===== src/rtl/poly3_serializer_if.sv =====
// Block-in / sample-out stream bundle for poly3_serializer.
// The slave side is the serializer; the master side is its environment.
interface poly3_serializer_if #(
  parameter int IN_W  = 64,
  parameter int OUT_W = 32
);
  logic                    blk_valid;
  logic                    blk_ready;
  logic signed [IN_W-1:0]  y0;
  logic signed [IN_W-1:0]  y1;
  logic signed [IN_W-1:0]  y2;
  logic signed [OUT_W-1:0] out_data;
  logic                    out_valid;
  logic                    out_ready;

  modport master (
    output blk_valid, y0, y1, y2, out_ready,
    input  blk_ready, out_data, out_valid
  );

  modport slave (
    input  blk_valid, y0, y1, y2, out_ready,
    output blk_ready, out_data, out_valid
  );
endinterface


===== src/rtl/poly3_serializer.sv =====
// Buffers 3-lane FIR output blocks and emits them one sample per transfer, in time order.
// Define POLY3_SERIALIZER_SAT_EN for per-lane saturation; otherwise lanes wrap by truncation.
module poly3_serializer #(
  parameter int IN_W  = 64,
  parameter int OUT_W = 32,
  parameter int DEPTH = 4
) (
  input  logic                   clk,
  input  logic                   rst,
  poly3_serializer_if.slave      s,
  input  logic                   clr_flags,
  output logic                   sat_flag,
  output logic                   drop_flag,
  output logic [$clog2(DEPTH):0] fill
);
  localparam int AW = $clog2(DEPTH);
  localparam logic [AW:0] FULL = (AW+1)'(DEPTH);

  typedef enum logic [1:0] {LANE0, LANE1, LANE2} state_t;

  state_t                 state, state_nxt;
  logic [2:0][OUT_W-1:0]  mem [DEPTH];
  logic [2:0][OUT_W-1:0]  head;
  logic [AW-1:0]          wr_ptr, rd_ptr;
  logic [IN_W-1:0]        lane_in [3];
  logic [2:0][OUT_W-1:0]  lanes;
  logic [2:0]             clip;
  logic                   rdy, vld, push, pop, xfer, drop;

  always_comb begin
    lane_in[0] = s.y0;
    lane_in[1] = s.y1;
    lane_in[2] = s.y2;
  end

`ifdef POLY3_SERIALIZER_SAT_EN
  always_comb begin
    lanes = '0;
    clip  = '0;
    for (int unsigned i = 0; i < 3; i++) begin
      // In range exactly when every bit above the output sign bit replicates it.
      clip[i] = !((&lane_in[i][IN_W-1:OUT_W-1]) || !(|lane_in[i][IN_W-1:OUT_W-1]));
      if (!clip[i])
        lanes[i] = lane_in[i][OUT_W-1:0];
      else if (lane_in[i][IN_W-1])
        lanes[i] = {1'b1, {(OUT_W-1){1'b0}}};
      else
        lanes[i] = {1'b0, {(OUT_W-1){1'b1}}};
    end
  end
`else
  logic unused_hi;

  always_comb begin
    lanes = '0;
    clip  = '0;
    for (int unsigned i = 0; i < 3; i++)
      lanes[i] = lane_in[i][OUT_W-1:0];
  end

  assign unused_hi = ^{lane_in[0][IN_W-1:OUT_W], lane_in[1][IN_W-1:OUT_W],
                       lane_in[2][IN_W-1:OUT_W]};
`endif

  // Ready looks only at the registered fill, so a same-cycle pop never admits a push.
  always_comb begin
    rdy  = fill < FULL;
    vld  = fill != '0;
    push = s.blk_valid && rdy;
    drop = s.blk_valid && !rdy;
    xfer = vld && s.out_ready;
    pop  = xfer && (state == LANE2);
    head = mem[rd_ptr];

    state_nxt = state;
    case (state)
      LANE0:   if (xfer) state_nxt = LANE1;
      LANE1:   if (xfer) state_nxt = LANE2;
      LANE2:   if (xfer) state_nxt = LANE0;
      default: state_nxt = LANE0;
    endcase

    s.out_data = '0;
    if (vld) begin
      case (state)
        LANE0:   s.out_data = head[0];
        LANE1:   s.out_data = head[1];
        LANE2:   s.out_data = head[2];
        default: s.out_data = '0;
      endcase
    end
    s.out_valid = vld;
    s.blk_ready = rdy;
  end

  always_ff @(posedge clk or posedge rst) begin
    if (rst) begin
      state     <= LANE0;
      wr_ptr    <= '0;
      rd_ptr    <= '0;
      fill      <= '0;
      sat_flag  <= 1'b0;
      drop_flag <= 1'b0;
    end else begin
      state <= state_nxt;
      if (push) wr_ptr <= wr_ptr + 1'b1;
      if (pop)  rd_ptr <= rd_ptr + 1'b1;
      case ({push, pop})
        2'b10:   fill <= fill + 1'b1;
        2'b01:   fill <= fill - 1'b1;
        default: fill <= fill;
      endcase
      if (push && (|clip)) sat_flag <= 1'b1;
      else if (clr_flags)  sat_flag <= 1'b0;
      if (drop)            drop_flag <= 1'b1;
      else if (clr_flags)  drop_flag <= 1'b0;
    end
  end

  always_ff @(posedge clk) begin
    if (push) mem[wr_ptr] <= lanes;
  end
endmodule


===== src/flat_wrapper.sv =====
// flat-port wrapper written by rule: the top's interface ports become plain ports
module poly3_serializer_flat 
#(
  parameter int IN_W  = 64,
  parameter int OUT_W = 32,
  parameter int DEPTH = 4
)
  (clk, rst, clr_flags, sat_flag, drop_flag, fill, s_blk_valid, s_y0, s_y1, s_y2, s_out_ready, s_blk_ready, s_out_data, s_out_valid);
  poly3_serializer_if #(.IN_W(IN_W), .OUT_W(OUT_W)) s_i ();
  input  logic clk;
  input  logic rst;
  input  logic clr_flags;
  output logic sat_flag;
  output logic drop_flag;
  output logic [$clog2(DEPTH):0] fill;
  input wire logic [$bits(s_i.blk_valid)-1:0] s_blk_valid;
  input wire logic [$bits(s_i.y0)-1:0] s_y0;
  input wire logic [$bits(s_i.y1)-1:0] s_y1;
  input wire logic [$bits(s_i.y2)-1:0] s_y2;
  input wire logic [$bits(s_i.out_ready)-1:0] s_out_ready;
  output wire logic [$bits(s_i.blk_ready)-1:0] s_blk_ready;
  output wire logic [$bits(s_i.out_data)-1:0] s_out_data;
  output wire logic [$bits(s_i.out_valid)-1:0] s_out_valid;
  assign s_i.blk_valid = s_blk_valid;
  assign s_i.y0 = s_y0;
  assign s_i.y1 = s_y1;
  assign s_i.y2 = s_y2;
  assign s_i.out_ready = s_out_ready;
  assign s_blk_ready = s_i.blk_ready;
  assign s_out_data = s_i.out_data;
  assign s_out_valid = s_i.out_valid;
  poly3_serializer #(.IN_W(IN_W), .OUT_W(OUT_W), .DEPTH(DEPTH)) u_core (.clk(clk), .rst(rst), .s(s_i), .clr_flags(clr_flags), .sat_flag(sat_flag), .drop_flag(drop_flag), .fill(fill));
endmodule

===== config.mk =====
export PLATFORM = sky130hd
export DESIGN_NAME = poly3_serializer_flat
export DESIGN_NICKNAME = d
export VERILOG_FILES = /design/src/rtl/poly3_serializer_if.sv /design/src/rtl/poly3_serializer.sv /design/src/flat_wrapper.sv
export SDC_FILE = /design/constraint.sdc
export NUM_CORES = 1
export LEC_CHECK = 0
export CAP_MARGIN = 20
export CORE_MARGIN = 2
export CORE_UTILIZATION = 30
export DETAILED_ROUTE_END_ITERATION = 7
export HOLD_SLACK_MARGIN = 0.06
export PLACE_DENSITY = 0.53
export SYNTH_ARGS = -nofsm -noshare
export SYNTH_HDL_FRONTEND = slang
export SYNTH_SLANG_ARGS = --single-unit

===== constraint.sdc =====
create_clock -name clk -period 3.85 [get_ports clk]
set_clock_uncertainty 0.1 [all_clocks]
set_input_delay 0.385 -clock clk [delete_from_list [all_inputs] [get_ports clk]]
set_output_delay 0.385 -clock clk [all_outputs]
set_load 0.02 [all_outputs]

* Yosys cells after proc, flatten, opt, wreduce, memory -nomap -nowiden
Memories as Yosys holds them, arrays and structs flattened.
Index checks and enable logic that the tools add are counted.
** Storage, ports and cells
- Logic and storage cells :: 39
- Bits in latches :: 0
- Output and inout bits :: 39
- Bits in writable memories :: 384
- Memories kept :: 1
- ROM bits :: 0
- Register bits :: 10
- Input port bits :: 197
** Cells by class
- Add/subtract/negate cells :: 4
- Reductions and logical operators :: 10
- Multipliers :: 0
- Shifts and indexed selects :: 0
- Muxes and demuxes :: 11
- Divide/modulo/power cells :: 0
- Bitwise gates (word level) :: 0
- Order comparisons :: 1
- Equal/unequal tests :: 7
** Memories
- u_core.mem :: depth 4, bits a word 96, read ports 1, clocked after memory_dff 0, write ports 1, line poly3_serializer.sv:22 : logic [2:0][OUT_W-1:0] mem [DEPTH];
** Operator list (count)
- $pmux 32 s3 :: 1
- $mux 32 :: 1
- $mux 2 :: 3
- $ne 2x1->1 const B :: 3
- $pmux 2 s3 :: 1
- $pmux 3 s2 :: 1
- $add 2x1->2 const B :: 2
- $eq 2x1->1 const B :: 2
- $eq 2x2->1 const B :: 2
- $logic_and 1x1->1 :: 4
- $mux 1 :: 4
- $reduce_bool 2->1 :: 2
- $add 3x1->3 const B :: 1
- $lt 3x3->1 const B :: 1
- $reduce_and 3->1 :: 1
- $reduce_bool 3->1 :: 1
- $sub 3x1->3 const B :: 1
- $logic_not 2->1 :: 1
- $logic_not 1->1 :: 1

* Depth between registers and ports, before layout
- Depth in word-level cells :: 5
- Gate-level depth with buffers :: 10
- Mapped depth without buffers :: 8

* Least setup slack after synthesis
No wires, ideal clock.
- Path kind :: register -> register
- From :: register u_core.fill[2]
- To :: memory u_core.mem[2][0] in the netlist's numbering (enable)
- Setup slack :: 0.188 ns
- Period minus slack after synthesis :: 3.662 ns
- Path buffers :: 1
- Setup time :: 0.466 ns
- Stages on the path, launching flop included :: 4
- Data required time :: 3.284 ns
- Arrival time :: 3.096 ns
- Path through :: dfrtp_1 -> nor2b_1 -> clkbuf_1 -> and2_1
** On the way
- Longest elaborated chain between the ends :: 4
** Ends and longest elaborated chain
- start: declaration :: line poly3_serializer.sv:14 : output logic [$clog2(DEPTH):0] fill
- start signal: assignment :: line poly3_serializer.sv:109 : 2'b10: fill <= fill + 1'b1;
- start signal: assignment :: line poly3_serializer.sv:110 : 2'b01: fill <= fill - 1'b1;
- start signal: assignment :: line poly3_serializer.sv:111 : default: fill <= fill;
- $lt 3x3->1 :: line poly3_serializer.sv:67 : rdy = fill < FULL;
- $logic_and 1x1->1 :: line poly3_serializer.sv:69 : push = s.blk_valid && rdy;
- $mux 1 :: line poly3_serializer.sv:121 : if (push) mem[wr_ptr] <= lanes;
- $mux 1 (not written as such) :: line poly3_serializer.sv:121
- end: declaration :: line poly3_serializer.sv:22
Every way passes these cells.

* Final worst setup path
- From :: register u_core.rd_ptr[0]
- To :: output s_out_data[9]
** On the way
- Longest elaborated chain between the ends :: 3
** Ends and longest elaborated chain
- start: declaration :: line poly3_serializer.sv:24 : logic [AW-1:0] wr_ptr, rd_ptr;
- start signal: assignment :: line poly3_serializer.sv:107 : if (pop) rd_ptr <= rd_ptr + 1'b1;
- $mem_v2 4x96
- $pmux 32 s3 :: line poly3_serializer.sv:85 : case (state)
- $mux 32 :: line poly3_serializer.sv:84 : if (vld) begin
- end: declaration :: line flat_wrapper.sv:22 : output wire logic [$bits(s_i.out_data)-1:0] s_out_data;
Every way passes these cells.

==> impl_results.md <==
* Status: finished clean
* Core area at 0.0503 sq mm
* Startpoint Class: flip-flop
* I/O pin count at 236
* XOR/XNOR Fraction of Synth Area at 0.400%
* Iteration-0 DRC count of the detailed router at 326
* RSZ-0062 raised after global routing: no
* Total wire length at ~32,000 microns
* Gr ovfl total at 0
* CTS tree: yes
* Max-cap violations at 0
* Pint at 10.3 mW
* Syn_area_per_cell at about 24 sq um
* Dpl ws at between 700 and 800 ps
* Worst R2R End: u_core.mem[2][8]
* Root Buffer: clkbuf_16
* Drt wl/cell at 21.5 microns
* Drt pass-1 iters at 4
* Detailed-route via count at between 6,000 and 7,000
* Mux share of post-synthesis cell area at 17.9%
* Die Y at ~230 microns
* Compound-Gate Fraction of Synth Area at about 2%
* Register area share after synthesis at 76.8%
* Fill count at 4,593
* Layout area overhead at 24.6%
* Slew Limit Fails at 0
* Layout Utilization at about two fifths
* Initial Util at 30.5%
* Routability Congestion at around 0.65
* Crit path DAT at about 3200 ps
* Most frequent cells in the layout: edfxtp_1 (384), clkdlybuf4s50_1 (138), mux4_1 (57)
* Post-route setup TNS at 0 ps
* Clock Pin Slew Worst Setup and Hold Paths at 60 ps
* Crit Path Max Fanout at 59
* Final Hold Viols at 0
* Nets at about 1,000
* P per Cell Area at 766 mW/mm^2
* Simple-gate share of the synthesized area at 0.563%
* Slew of the pin with the lowest slew margin at 675 ps
* Antenna Nets Post-Route at 0
* Initial antenna violation count at 2
* DRC viols at 0
* Die area at 0.0530 sq mm
* IO buf count at 138
* Fin crit period at 3630 ps
* Worst setup path startpoint: u_core.rd_ptr[0]
* #FFs+latches synth at 394
* Most common cell after layout, fill and taps aside: edfxtp_1
* Worst-case reg-to-reg path depth at 3
* CTS Sinks at 394
* Clock Tree Buf Depth at 3
* Synthesized net count at 837
* Max_slew headroom at 54.9%
* Max H-tree Level at 2
* PostCTS Resize Cnt at 0
* Crit path to: s_out_data[9]
* Mapped Cells at about 630
* Hold Crit Class: in -> reg
* ANT cells at 0
* Flop pwr share at 38.5%
* CTS buffer count at 43
* Main combinational cell family by area after synthesis: multiplexers
* First-pass GRT wire length at a little under 50,000 microns
* Sw frac at 29.5%
* Synth Area in Adders at 0.538%
* Largest net degree at the start of global routing at 60
* WP data required at 3370 ps
* RR Startpoint: u_core.fill[2]
* Vias in the first global route at 7,578
* Clock Power Share at between 20 and 30%
* Die span in x at 230 microns
* Final setup fails at 0
* Worst setup EP type: output port
* Row cnt at 82
* CP Class: reg -> out
* Reg2reg setup slack at 1460 ps
* Maximum vdd drop at about 470 uV
* Yosys cell types at 28
* Ys Warns at 0
* Via density at 4.63
* Worst-Skew Late Latency at 550 ps
* Overall Global Routing Usage at between 10% and 20%
* Fin crit share at a little over nine tenths
* HPWL after DPL at 18,000 microns
* Worst Setup Slack, final at 218 ps
* Fmax at 275 MHz
* Combinational share of power at 33.1%
* Post-Syn Area at 0.0153 sq mm
* Leakage at about 6.3 nW
* Share of post-route cells with drive strength above 1 at between 10% and 20%
* Psw at 4.32 mW
## synth_stat cells
cell	number	share of area, %
edfxtp_1	384	75
mux4_1	57	9.8
mux4_2	39	5.7
a22o_1	32	1.8
mux2_2	32	2.3
clkbuf_1	14	0.34
dfrtp_1	10	1.6
inv_1	10	0.24
buf_2	8	0.26
buf_6	6	0.44
ha_1	5	0.41
and2_1	4	0.16
buf_8	4	0.39
nand2_1	4	0.098
nor2_1	4	0.098
xor2_1	4	0.23
xnor2_1	3	0.17
buf_4	2	0.098
nor3_1	2	0.065
o21ai_0	2	0.065
conb_1	1	0.024
fa_1	1	0.13
mux2i_1	1	0.065
nand2b_1	1	0.041
nor2b_1	1	0.041
nor4b_1	1	0.057
o22ai_1	1	0.041
o31ai_1	1	0.049
## what timing repair did
item	in CTS	in global routing
hold buffers	1	0
buffers inserted	0	0
hold endpoints to repair	10	0
## layer usage
metal,up-vias,global-route usage [%],share of wire [%]
met3,51,3.10,4.3
li1,3094,-,-
met5,-,0,0.086
met4,4,3.53,2.0
met1,3708,16.7,46
met2,129,19.9,48
## worst max-delay path: stages (launching register included)
cell and delay (ps):
dfrtp_4 440, buf_12 360, mux4_1 650, mux2_2 280
a22o_1 200, clkdlybuf4s50_1 540
## cells by family (layout without fill, tap and decap cells)
group / Yosys count / after routing
AO/OA/AOI/OAI: 36 / 36
XOR/XNOR: 7 / 7
adder cells (fa/ha/maj): 6 / 6
flip-flops: 394 / 394
other: 1 / 1
multiplexers: 129 / 129
AND/OR/NAND/NOR: 17 / 17
buffers and inverters: 44 / 247
## final cells by class
type	instances	area, sq um	share of cell area [%]
Clock buffer	51	1150	6.01
Clock inverter	27	280	1.47
Inverter	10	37.5	0.196
Multi-Input combinational cell	196	3310	17.3
Sequential cell	394	11800	61.7
Tap cell	672	841	4.40
Timing Repair Buffer	159	1700	8.92
## flip-flops by register name, summed over array words and instances, names as in the netlist
name / cells
u_core.mem: 384
u_core.fill: 3
u_core.rd_ptr: 2
u_core.state: 2
u_core.wr_ptr: 2
u_core.drop_flag: 1
## power groups by stage
stage	registers, mW	clock network (mW)	logic [mW]
global placement	5.71	0	4.98
CTS	5.65	4.31	5.01
finish	5.63	4.15	4.85
global route	5.69	4.45	5.22
floorplan	5.64	0	3.13
detailed placement	5.74	0	4.98
## worst min-delay path by stage
stage	start	to	slack (ps)	cells past startpoint
5_1_grt	clr_flags	u_core.drop_flag	310	2
3_3_place_gp	u_core.fill[0]	u_core.fill[0]	420	1
4_1_cts	clr_flags	u_core.drop_flag	270	2
2_1_floorplan	rst	u_core.drop_flag	130	1
6_report	clr_flags	u_core.drop_flag	310	2
3_5_place_dp	u_core.fill[0]	u_core.fill[0]	430	1
## metrics by stage
stage | power (mW) | hold WS [ps] | cells | cell area [sq um]
floorplan | 8.77 | 125 | 634 | 15300
global placement | 10.7 | 423 | 1430 | 17700
detailed placement | 10.7 | 429 | 1430 | 17700
CTS | 15.0 | 274 | 1509 | 19100
global route | 15.4 | 307 | 1509 | 19100
finish | 14.6 | 306 | 1509 | 19100
No activity file was read; power rests on OpenSTA's default activity.
